==> src/rtl/tetris_pkg.sv <==
// Shared definitions for the game input path: button indices and the
// per-channel auto-repeat state encoding.
package tetris_pkg;

    localparam int BTN_L   = 0;
    localparam int BTN_T   = 1;
    localparam int BTN_R   = 2;
    localparam int BTN_D   = 3;
    localparam int NUM_BTN = 4;

    // HOLD is the held-wait state of channels that fire only once per press.
    typedef enum logic [1:0] {
        CH_IDLE   = 2'd0,
        CH_HOLD   = 2'd1,
        CH_DELAY  = 2'd2,
        CH_REPEAT = 2'd3
    } ch_state_t;

    function automatic int unsigned max_uint(input int unsigned a, input int unsigned b);
        return (a > b) ? a : b;
    endfunction

endpackage

==> src/rtl/button_channel.sv <==
// One button: synchroniser, debouncer and delayed-auto-repeat pulse generator.
// Pulses are registered and are high for exactly one clk cycle.
module button_channel
    import tetris_pkg::*;
#(
    parameter int unsigned SYNC_STAGES     = 2,
    parameter int unsigned DEBOUNCE_CYCLES = 251750,
    parameter int unsigned REPEAT_DELAY    = 4028000,
    parameter int unsigned REPEAT_RATE     = 1259000,
    parameter bit          REPEAT_EN       = 1'b1,
    parameter bit          ACTIVE_LOW      = 1'b0
) (
    input  logic clk,
    input  logic reset,
    input  logic butt_raw,
    output logic press_pulse,
    output logic held
);

    localparam int DCNT_W = $clog2(DEBOUNCE_CYCLES + 1);
    localparam int RCNT_W = $clog2(max_uint(REPEAT_DELAY, REPEAT_RATE) + 1);

    localparam logic [DCNT_W-1:0] DCNT_LAST   = DCNT_W'(DEBOUNCE_CYCLES - 1);
    localparam logic [RCNT_W-1:0] DELAY_LAST  = RCNT_W'(REPEAT_DELAY - 1);
    localparam logic [RCNT_W-1:0] RATE_LAST   = RCNT_W'(REPEAT_RATE - 1);
    // First stage still carries raw polarity, so it resets to the raw "released" level.
    localparam logic [SYNC_STAGES-1:0] SYNC_RESET = SYNC_STAGES'(ACTIVE_LOW);

    logic [SYNC_STAGES-1:0] sync_reg;
    logic [SYNC_STAGES-1:0] sync_next;
    logic                   s;

    logic [DCNT_W-1:0] dcnt_reg;
    logic              held_reg;
    logic              debounce_done;
    logic              rise;
    logic              fall;

    ch_state_t         state_reg;
    ch_state_t         state_next;
    logic [RCNT_W-1:0] rcnt_reg;
    logic [RCNT_W-1:0] rcnt_next;
    logic              pulse_reg;
    logic              pulse_next;

    genvar gi;
    generate
        for (gi = 0; gi < SYNC_STAGES; gi++) begin : g_sync
            if (gi == 0) begin : g_first
                assign sync_next[gi] = butt_raw;
            end else if (gi == 1) begin : g_invert
                assign sync_next[gi] = sync_reg[0] ^ ACTIVE_LOW;
            end else begin : g_chain
                assign sync_next[gi] = sync_reg[gi-1];
            end
        end
    endgenerate

    always_ff @(posedge clk or posedge reset) begin
        if (reset) begin
            sync_reg <= SYNC_RESET;
        end else begin
            sync_reg <= sync_next;
        end
    end

    assign s = sync_reg[SYNC_STAGES-1];

    // Any cycle where s agrees with held restarts the stability count.
    assign debounce_done = (s != held_reg) && (dcnt_reg == DCNT_LAST);
    assign rise          = debounce_done && s;
    assign fall          = debounce_done && !s;

    always_ff @(posedge clk or posedge reset) begin
        if (reset) begin
            dcnt_reg <= '0;
            held_reg <= 1'b0;
        end else if (s == held_reg) begin
            dcnt_reg <= '0;
        end else if (debounce_done) begin
            held_reg <= s;
            dcnt_reg <= '0;
        end else begin
            dcnt_reg <= dcnt_reg + DCNT_W'(1);
        end
    end

    always_ff @(posedge clk or posedge reset) begin
        if (reset) begin
            state_reg <= CH_IDLE;
            rcnt_reg  <= '0;
            pulse_reg <= 1'b0;
        end else begin
            state_reg <= state_next;
            rcnt_reg  <= rcnt_next;
            pulse_reg <= pulse_next;
        end
    end

    always_comb begin
        state_next = state_reg;
        rcnt_next  = rcnt_reg;
        if (fall) begin
            state_next = CH_IDLE;
            rcnt_next  = '0;
        end else begin
            case (state_reg)
                CH_IDLE: begin
                    if (rise) begin
                        state_next = REPEAT_EN ? CH_DELAY : CH_HOLD;
                        rcnt_next  = '0;
                    end
                end
                CH_HOLD: begin
                    state_next = CH_HOLD;
                end
                CH_DELAY: begin
                    if (rcnt_reg == DELAY_LAST) begin
                        state_next = CH_REPEAT;
                        rcnt_next  = '0;
                    end else begin
                        rcnt_next = rcnt_reg + RCNT_W'(1);
                    end
                end
                CH_REPEAT: begin
                    if (rcnt_reg == RATE_LAST) begin
                        rcnt_next = '0;
                    end else begin
                        rcnt_next = rcnt_reg + RCNT_W'(1);
                    end
                end
                default: begin
                    state_next = CH_IDLE;
                    rcnt_next  = '0;
                end
            endcase
        end
    end

    // A release on the same edge as a due repeat suppresses the pulse.
    always_comb begin
        pulse_next = 1'b0;
        if (!fall) begin
            case (state_reg)
                CH_IDLE:   pulse_next = rise;
                CH_DELAY:  pulse_next = (rcnt_reg == DELAY_LAST);
                CH_REPEAT: pulse_next = (rcnt_reg == RATE_LAST);
                default:   pulse_next = 1'b0;
            endcase
        end
    end

    assign press_pulse = pulse_reg;
    assign held        = held_reg;

endmodule

==> src/rtl/button_conditioner.sv <==
// Conditions the four raw board buttons {D,R,T,L} into debounced levels and
// press/auto-repeat pulses for the game logic; one independent channel per button.
module button_conditioner
    import tetris_pkg::*;
#(
    parameter int unsigned        SYNC_STAGES     = 2,
    parameter int unsigned        DEBOUNCE_CYCLES = 251750,
    parameter int unsigned        REPEAT_DELAY    = 4028000,
    parameter int unsigned        REPEAT_RATE     = 1259000,
    parameter logic [NUM_BTN-1:0] REPEAT_MASK     = 4'b1101,
    parameter bit                 ACTIVE_LOW      = 1'b0
) (
    input  logic               clk,
    input  logic               reset,
    input  logic [NUM_BTN-1:0] butt_raw,
    output logic [NUM_BTN-1:0] press_pulse,
    output logic [NUM_BTN-1:0] held
);

    genvar gi;
    generate
        for (gi = 0; gi < NUM_BTN; gi++) begin : g_chan
            button_channel #(
                .SYNC_STAGES     (SYNC_STAGES),
                .DEBOUNCE_CYCLES (DEBOUNCE_CYCLES),
                .REPEAT_DELAY    (REPEAT_DELAY),
                .REPEAT_RATE     (REPEAT_RATE),
                .REPEAT_EN       (REPEAT_MASK[gi]),
                .ACTIVE_LOW      (ACTIVE_LOW)
            ) u_chan (
                .clk         (clk),
                .reset       (reset),
                .butt_raw    (butt_raw[gi]),
                .press_pulse (press_pulse[gi]),
                .held        (held[gi])
            );
        end
    endgenerate

endmodule

==> config.mk <==
export PLATFORM = sky130hd
export DESIGN_NAME = button_conditioner
export DESIGN_NICKNAME = d
export VERILOG_FILES = /design/src/rtl/tetris_pkg.sv /design/src/rtl/button_channel.sv /design/src/rtl/button_conditioner.sv
export SDC_FILE = /design/constraint.sdc
export NUM_CORES = 1
export LEC_CHECK = 0
export ABC_AREA = 0
export BUFFER_PORTS_ARGS = -buffer_cell sky130_fd_sc_hd__buf_2
export CAP_MARGIN = 20
export CORE_MARGIN = 4
export CORE_UTILIZATION = 44
export DETAILED_ROUTE_END_ITERATION = 7
export GPL_ROUTABILITY_DRIVEN = 1
export SYNTH_ARGS = -nofsm -noshare
export SYNTH_HDL_FRONTEND = slang
export SYNTH_SLANG_ARGS = --single-unit
==> constraint.sdc <==
create_clock -name clk -period 10.2 [get_ports clk]
set_clock_uncertainty 0.15 [all_clocks]
set_input_delay 1.02 -clock clk [delete_from_list [all_inputs] [get_ports clk]]
set_output_delay 1.02 -clock clk [all_outputs]
set_load 0.05 [all_outputs]
==> flow_metrics.env <==
export IMPL_post_cts_buffers=0
export IMPL_power_per_cell_area_mw_per_mm2=134
export IMPL_setup_slack_ns=7.00
export IMPL_grt_pass1_wl_mm=34.9
export IMPL_ios=14
export IMPL_synth_ff_type="dfrtp_1"
export IMPL_critPathKind="register to register"
export IMPL_synth_area_leaders="dfrtp_1 47%, nor2_1 6.7%, xor2_1 6.2%, nand3_1 4.2%, xnor2_1 3.9%"
export IMPL_dp_hpwl_mm=13.2
export IMPL_initialDrtViolationCount=477
export IMPL_clk_path_buf_depth=2
export IMPL_initial_utilization=0.449
export IMPL_route_vias_total=7536
export IMPL_hold_viol_final=0
export IMPL_cp_end_kind="register"
export IMPL_die_x_um=157
export IMPL_totalWireLength_mm=19.7
export IMPL_clock_sinks=184
export IMPL_final_area_mm2=0.0108
export IMPL_dr_pass1_iters=6
export IMPL_drv_slew=0
export IMPL_vdd_ir_drop_max_mv=0.103
export IMPL_syn_area_per_cell_um2=9.32
export IMPL_grt_pass1_vias=7283
export IMPL_cts_htree_levels=4
export IMPL_synth_edf_count=0
export IMPL_rows=54
export IMPL_ant_nets=0
export IMPL_cp_required_ns=10.33
export IMPL_crit_fanout=16
export IMPL_avgRoutedWirePerCell_um=14.6
export IMPL_p_leak_nw=4.60
export IMPL_grt_max_degree=102
export IMPL_post_dp_cell_area_mm2=0.0102
export IMPL_preCtsSetupSlack_ns=6.99
export IMPL_place_port_buffers=13
export IMPL_layout_cells_non_filler=1354
export IMPL_hold_ws_ns=0.200
export IMPL_synth_nets=1084
export IMPL_netlist_area_mm2=0.00982
export IMPL_cap_violations=0
export IMPL_tns_ns=0
export IMPL_ys_warn_count=0
export IMPL_drc=0
export IMPL_overflow=0
export IMPL_synth_cell_types=66
export IMPL_finalCritPeriodShare=0.314
export IMPL_gp_congestion=0.834
export IMPL_area_growth_pct=9.76
export IMPL_power_mw=1.44
export IMPL_drive_above_1_share=0.0642
export IMPL_cts_made_buffers=17
export IMPL_fin_util=0.492
export IMPL_synth_seq_cells=184
export IMPL_synth_cells=1053
export IMPL_reg2reg_depth=6
export IMPL_core_area_mm2=0.0219
export IMPL_root_buffer="clkbuf_16"
export IMPL_worstMarginPinSlew_ns=0.908
export IMPL_rsz0062_at_grt="false"
export IMPL_nets=1092
export IMPL_crit_path_start_kind="register"
export IMPL_antenna_found_initial=0
export IMPL_ctsHoldBuffers=0
export IMPL_run_status="finished, final reports clean"
export IMPL_cts_tree="done"
export IMPL_fin_crit_ns=3.20
export IMPL_dieHeight_um=157
export IMPL_clkTransAtPathRegs_ns=0.07
export IMPL_setup_viol=0
export IMPL_grtUsageTotal=0.168
export IMPL_arrival_ns=3.33
export IMPL_placed_cells=1321
export IMPL_hp_class="register to register"
export IMPL_synth_top_area_frac=0.469
export IMPL_viasPerCell=5.57
export IMPL_slew_headroom=0.389
export IMPL_timing_fmax_ghz=0.313
export IMPL_cts_resized=0
export IMPL_worstHoldPathCells=0
export IMPL_yosysSeqAreaShare=0.469
export IMPL_clk_latency_ns=0.43
export IMPL_synth_area_leader_cell="dfrtp_1"
export IMPL_largest_reg_flops=88
export IMPL_async_flop_share=1.00
export IMPL_dieArea_mm2=0.0248
export IMPL_num_antenna_cells=0
[critical path, stage by stage, from the launching register on]
cell and delay, ns:
dfrtp_1 0.44, or4b_1 0.54, or4b_1 0.55, o41a_1 0.49, o21ba_2 0.37, nand2b_1 0.33
o311ai_0 0.19
[cell families (layout without fill, tap and decap cells)]
logic type / after synthesis / count (layout) / synth area share
simple gates: 552 / 552 / 0.283
flops: 184 / 184 / 0.469
xor+xnor: 113 / 113 / 0.101
compound gates: 110 / 110 / 0.0784
buf+inv: 59 / 80 / 0.0260
fa+ha+maj: 25 / 25 / 0.0319
mux: 10 / 10 / 0.0108
[worst paths after layout]
path / startpoint / to / slack, ns
min in group asynchronous: reset / g_chan[3].u_chan.rcnt_reg[19] / 0.51
worst max-delay path: g_chan[3].u_chan.rcnt_reg[5] / g_chan[3].u_chan.rcnt_reg[21] / 7.00
max in group asynchronous: reset / g_chan[2].u_chan.dcnt_reg[15] / 8.31
worst min-delay path: g_chan[0].u_chan.sync_reg[0] / g_chan[0].u_chan.sync_reg[1] / 0.20
worst max register to register: g_chan[3].u_chan.rcnt_reg[5] / g_chan[3].u_chan.rcnt_reg[21] / 7.00
worst min register to register: g_chan[0].u_chan.sync_reg[0] / g_chan[0].u_chan.sync_reg[1] / 0.20
[metal layers]
metal,vias to the layer above,routed length [um],track usage
li1,3760,-,-
met1,3669,9980,0.240
met2,91,9020,0.265
met3,16,519,0.0330
met4,0,201,0.0393
met5,-,0,0
[placed cells by master (no fill, tap or decap), types with 13 or more instances in the layout]
cell       instances
inv_1             26
dfrtp_1          184
nor4_1            13
clkbuf_16         17
buf_2             13
xor2_1            69
nand3_1           83
nor3_1            33
xnor2_1           44
nand4_1           49
a21oi_1           15
and3_1            32
ha_1              25
nand2_1           86
a31oi_1           18
or3_1             15
o21ai_0           21
nor2_1           174
and2_1            13
[cells in the mapped netlist, drive strengths merged (15+ instances only)]
cell / count
xnor2: 44
and3: 32
o21ai: 21
inv: 27
clkbuf: 21
xor2: 69
nand4: 49
a31oi: 19
ha: 25
or3: 15
nand2: 86
nor2: 174
nor3: 33
nand3: 83
dfrtp: 184
a21oi: 15
[layout make-up]
cell class	instances	area (um2)
inverter	27	109
clock inverter	12	139
timing repair buffer	21	145
fill	2098	11100
sequential	184	4600
multi-input combinational	810	4970
clock buffer	20	457
tap	280	350
[power breakdown]
group          internal, mW  total [mW]  switching [mW]
Sequential            0.735       0.741         0.00662
Clock                 0.379       0.669           0.291
Combinational       0.00797      0.0315          0.0235
Power figures use the tool's default switching activity.
